==> src/rtl/reset_seq_pkg.sv <==
// reset_seq_pkg: shared state encoding, default counter width and delay-counter sizing.
package reset_seq_pkg;
  typedef enum logic [2:0] {S_ADC, S_DSP, S_CORE, S_RUN, S_DONE, S_FAIL} state_t;
  localparam int DEF_CNT_W = 64;
  function automatic int delay_w(int a, int b, int c);
    int m;
    m = (a > b) ? a : b;
    m = (m > c) ? m : c;
    return (m < 2) ? 1 : $clog2(m);
  endfunction
endpackage

==> src/rtl/reset_sequencer_run_watchdog.sv <==
// run_watchdog: saturating RUN-cycle counter plus timeout compare when RESET_SEQ_WATCHDOG_EN is defined.
import reset_seq_pkg::*;
module run_watchdog #(
  parameter int CNT_W = DEF_CNT_W
) (
  input  logic             clock,
  input  logic             reset,
  input  logic             clear,
  input  logic             enable,
  input  logic [CNT_W-1:0] max_cycles,
  output logic [CNT_W-1:0] count,
  output logic             timeout
);
  always_ff @(posedge clock)
    if (reset || clear) count <= '0;
    else if (enable && !(&count)) count <= count + 1'b1;
`ifdef RESET_SEQ_WATCHDOG_EN
  assign timeout = (max_cycles != '0) && (count >= max_cycles);
`else
  logic unused_max;
  assign unused_max = ^max_cycles;
  assign timeout = 1'b0;
`endif
endmodule

==> src/rtl/reset_sequencer.sv <==
// reset_sequencer: ordered ADC -> DSP -> core reset release, then run monitoring with sticky done/failed.
// Timeout to S_FAIL exists only when RESET_SEQ_WATCHDOG_EN is defined.
import reset_seq_pkg::*;
module reset_sequencer #(
  parameter int ADC_DELAY  = 4,
  parameter int DSP_DELAY  = 8,
  parameter int CORE_DELAY = 8,
  parameter int CNT_W      = DEF_CNT_W
) (
  input  logic             clock,
  input  logic             reset,
  input  logic             soft_reset_req,
  input  logic             success,
  input  logic [CNT_W-1:0] max_cycles,
  output logic             adc_reset,
  output logic             dsp_reset,
  output logic             core_reset,
  output logic             running,
  output logic             done,
  output logic             failed,
  output logic [CNT_W-1:0] cycle_count
);
  if (ADC_DELAY < 1 || DSP_DELAY < 1 || CORE_DELAY < 1) begin : g_bad_delay
    $error("reset_sequencer: delay parameters must be >= 1");
  end
  localparam int DW = delay_w(ADC_DELAY, DSP_DELAY, CORE_DELAY);
  localparam logic [DW-1:0] ADC_LAST  = DW'(ADC_DELAY - 1);
  localparam logic [DW-1:0] DSP_LAST  = DW'(DSP_DELAY - 1);
  localparam logic [DW-1:0] CORE_LAST = DW'(CORE_DELAY - 1);
  state_t state;
  logic [DW-1:0] cnt;
  logic timeout;
  logic enter_run;
  assign enter_run = (state == S_CORE) && (cnt == CORE_LAST);
  run_watchdog #(.CNT_W(CNT_W)) u_wd (
    .clock(clock),
    .reset(reset),
    .clear(soft_reset_req || enter_run),
    .enable((state == S_RUN) && !success && !timeout),
    .max_cycles(max_cycles),
    .count(cycle_count),
    .timeout(timeout)
  );
  always_ff @(posedge clock)
    if (reset || soft_reset_req) begin
      state <= S_ADC;
      cnt <= '0;
      adc_reset <= 1'b1;
      dsp_reset <= 1'b1;
      core_reset <= 1'b1;
      running <= 1'b0;
      done <= 1'b0;
      failed <= 1'b0;
    end else begin
      case (state)
        S_ADC:
          if (cnt == ADC_LAST) begin
            state <= S_DSP;
            cnt <= '0;
            adc_reset <= 1'b0;
          end else cnt <= cnt + 1'b1;
        S_DSP:
          if (cnt == DSP_LAST) begin
            state <= S_CORE;
            cnt <= '0;
            dsp_reset <= 1'b0;
          end else cnt <= cnt + 1'b1;
        S_CORE:
          if (enter_run) begin
            state <= S_RUN;
            cnt <= '0;
            core_reset <= 1'b0;
            running <= 1'b1;
          end else cnt <= cnt + 1'b1;
        S_RUN:
          if (success) begin
            state <= S_DONE;
            done <= 1'b1;
            running <= 1'b0;
          end else if (timeout) begin
            state <= S_FAIL;
            failed <= 1'b1;
            running <= 1'b0;
          end
        default: ;
      endcase
    end
endmodule

==> config.mk <==
export PLATFORM = sky130hd
export DESIGN_NAME = reset_sequencer
export DESIGN_NICKNAME = d
export VERILOG_FILES = /design/src/rtl/reset_seq_pkg.sv /design/src/rtl/reset_sequencer_run_watchdog.sv /design/src/rtl/reset_sequencer.sv
export SDC_FILE = /design/constraint.sdc
export NUM_CORES = 1
export LEC_CHECK = 0
export CORE_MARGIN = 1.5
export CORE_UTILIZATION = 40
export DETAILED_ROUTE_END_ITERATION = 8
export PLACE_DENSITY_LB_ADDON = 0.05
export SLEW_MARGIN = 15
export SYNTH_ARGS = -nofsm -noshare
export SYNTH_HDL_FRONTEND = slang
export SYNTH_SLANG_ARGS = --single-unit
==> constraint.sdc <==
create_clock -name clock -period 5.45 [get_ports clock]
set_input_delay 1.09 -clock clock [delete_from_list [all_inputs] [get_ports clock]]
set_output_delay 1.09 -clock clock [all_outputs]
set_load 0.005 [all_outputs]
==> run_results.csv <==
group,metric,value,unit
status,status,"complete, no violations",
hold_path,hold_start,"adc_reset",
placement,hpwl,7617,um
drt,drt-total-wl,10690,um
floorplanning,io-pin-count,138,
clocking,postCtsHoldBufs,0,
placement,dpl_worst_slack,1.642,ns
setup_path,path_max_fanout,13,
hold_path,whs_path_depth,2,
setup_path,required,5.73,ns
finish,drive_above_1_share,0.06033,
timing,relSlewSlack,0.5159,
floorplanning,die_y,101.9,um
clocking,cts_resized,0,
timing,period_minus_slack,3.492,ns
timing,layout_setup_ws,1.958,ns
clocking,insertion_delay,0.35,ns
synthesis,syn_nets,551,
finish,final_nets,616,
drt,top_layer,"met4",
global_routing,grt_overflow,0,
synthesis,synth_edf_count,0,
timing,whs,0.4646,ns
timing,clock_skew,0.01239,ns
setup_path,r2r_setup_slack,2.37,ns
synthesis,ys_ff_latch,75,
drt,first_iter_violations,227,
global_routing,grt_pass1_wl,17640,um
drt,route.vias.total,3858,
setup_path,critPathSlowestCell,"or4_1",
drt,wl_met1,5393,um
synthesis,syn_inst,478,
synthesis,synth.distinct_cells,53,
synthesis,synth_top_area_frac,0.3834,
floorplanning,initial_core_util,0.4179,
drt,wire_per_inst,15.81,um
power_and_ir_drop,vdd_drop_max,0.1432,mV
setup_path,worstPathArrival,3.77,ns
placement,port_buffers,72,
clocking,post-cts-setup-buffers,0,
timing,finalHoldViolations,0,
timing,timing.final.crit_share,0.6408,
finish,final_cell_mix,"75 x dfxtp_1, 72 x clkdlybuf4s50_1, 43 x nor2_1",
power_and_ir_drop,p_per_area,201.4,nW/um^2
global_routing,grt_max_degree,65,
floorplanning,rows,35,
synthesis,yosysTopAreaCell,"dfxtp_1",
setup_path,r2r_end,"u_wd.count[55]",
power_and_ir_drop,power,0.9938,mW
floorplanning,die-width,101.9,um
synthesis,yosysWarningCount,0,
timing,setup_violations,0,
synthesis,synth_flop_cell,"dfxtp_1",
drt,drc,0,
synthesis,synthArstFlopShare,0,
drt,ant_nets,0,
setup_path,reg2reg_depth,6,
setup_path,crit_buf_inv,1,
timing,tightestPinTransition,0.7262,ns
drt,drtPass1Iterations,4,
finish,diodes,0,
synthesis,synth_seq_area_share,0.3834,
placement,dpl_cell_area,4738,um^2
setup_path,crit_type,"primary input to flop",
finish,syn_to_final_growth,25.97,%
global_routing,first_global_vias,3572,
clocking,tritoncts,"yes",
timing,drv_slew,0,
clocking,htreeDepth,3,
clocking,cts_made_buffers,9,
floorplanning,dieArea,10390,um^2
drt,wl_met3,533,um
finish,final_area,4933,um^2
clocking,cts-root-buf,"clkbuf_8",
power_and_ir_drop,power.leakage,1.460,nW
timing,setup_tns,0,ns
setup_path,cp-start-kind,"primary input",
setup_path,crit_family,"simple AND/OR/NAND/NOR gates",
synthesis,synth_area_per_cell,8.193,um^2
flow_run,cap_violations,0,
global_routing,grt_antenna_before_repair,0,
floorplanning,core,9371,um^2
global_routing,grt_usage,0.2139,
synthesis,synth.cell_area,3916,um^2
hold_path,min_to,"adc_reset",
finish,mostFrequentLayoutCell,"dfxtp_1",
drt,via_per_inst,5.707,
timing,max_freq,286.3,MHz
timing,rsz0062_at_grt,"false",
hold_path,hold_class,"flop to flop",
synthesis,netlist_top_cells_area,"dfxtp_1 38%, a21oi_1 5.4%, xor2_1 4.2%, nor2_1 4.2%, nand4_1 3.8%",
setup_path,max_stage_delay,0.56,ns
clocking,clock_sinks,75,
clocking,clk_pin_slew,0.08,ns
placement,gp_congestion,0.8120,
clocking,ctsLongestPathBuffers,2,
setup_path,r2r-start,"u_wd.count[48]",
setup_path,worstPathCellList,"clkdlybuf4s50_1 -> and4bb_2 -> nand4_1 -> nor3_1 -> nand2_1 -> or4_1 -> a21oi_1",
drt,route.met2.wl,4662,um
setup_path,worst_setup_path_end_kind,"flop",
tightest hold or removal path: stages (launching register included):
cell	delay, ns
dfxtp_1	0.32
o41ai_1	0.06
nand2_1	0.05
cells in the mapped netlist, types with 2 or more instances:
cell and n:
a21o_1 2, a21oi_1 42, a31oi_1 3, and2_1 6
and3_1 9, and4_1 10, buf_2 3, clkbuf_1 15
dfxtp_1 75, ha_1 5, inv_1 12, mux2i_1 2
nand2_1 37, nand3_1 16, nand4_1 24, nor2_1 44
nor3_1 7, nor4_1 8, o2111ai_1 6, o211ai_1 12
o21ai_0 29, o21ai_1 4, o31ai_1 11, or2_2 3
or3_1 24, or4_1 19, or4_4 2, xnor2_1 5
xor2_1 19
area by class of cell:
| cell class | instances | area, um^2 |
|---|---|---|
| Tap cell | 129 | 161.4 |
| Multi-Input combinational cell | 370 | 2290 |
| Fill cell | 926 | 4438 |
| Clock buffer | 11 | 141.4 |
| Sequential cell | 75 | 1501 |
| Timing Repair Buffer | 75 | 743.2 |
| Inverter | 12 | 45.04 |
| Clock inverter | 4 | 51.30 |
power breakdown:
part / internal [mW] / switching [mW]
sequential: 0.548 / 0.000888
clock: 0.222 / 0.204
combinational: 0.00556 / 0.0130
flip-flops by register name, summed over array words and instances, names as in the netlist:
| signal | flops |
|---|---|
| state | 3 |
| done | 1 |
| u_wd.count | 64 |
| cnt | 3 |
| adc_reset | 1 |
| dsp_reset | 1 |
| running | 1 |
| core_reset | 1 |
how the worst max path moves through the flow:
stage / cells after the start / start / end
finish: 7 / success / u_wd.count[61]
global route: 7 / success / u_wd.count[61]
CTS: 7 / success / u_wd.count[56]
detailed placement: 7 / success / u_wd.count[61]
global placement: 7 / success / u_wd.count[56]
floorplan: 7 / success / u_wd.count[56]
stage by stage:
| stage | utilization | instances |
|---|---|---|
| 2_1_floorplan | - | 478 |
| 3_3_place_gp | 0.5056 | 661 |
| 3_5_place_dp | 0.5056 | 661 |
| 4_1_cts | 0.5262 | 676 |
| 5_1_grt | 0.5264 | 676 |
| 6_report | 0.5264 | 676 |
layer usage:
metal | GRT usage | vias up
met5 | 0 | -
met4 | 0.06006 | 0
met3 | 0.03899 | 8
met2 | 0.3272 | 101
met1 | 0.3091 | 1821
li1 | - | 1928
logic make-up (layout without fill, tap and decap cells):
logic type                 count (synthesis)  after routing  synth area share
AOI/OAI and AO/OA                        118            118            0.1840
xor gates and xnor gates                  24             24           0.05367
adders and majority gates                  5              5           0.01597
buffers and inverters                     33            102           0.03546
DFF                                       75             75            0.3834
muxes                                      2              2          0.005112
other                                      1              1         0.0009575
and+or+nand+nor                          220            220            0.3214
Power figures use the tool's default switching activity.
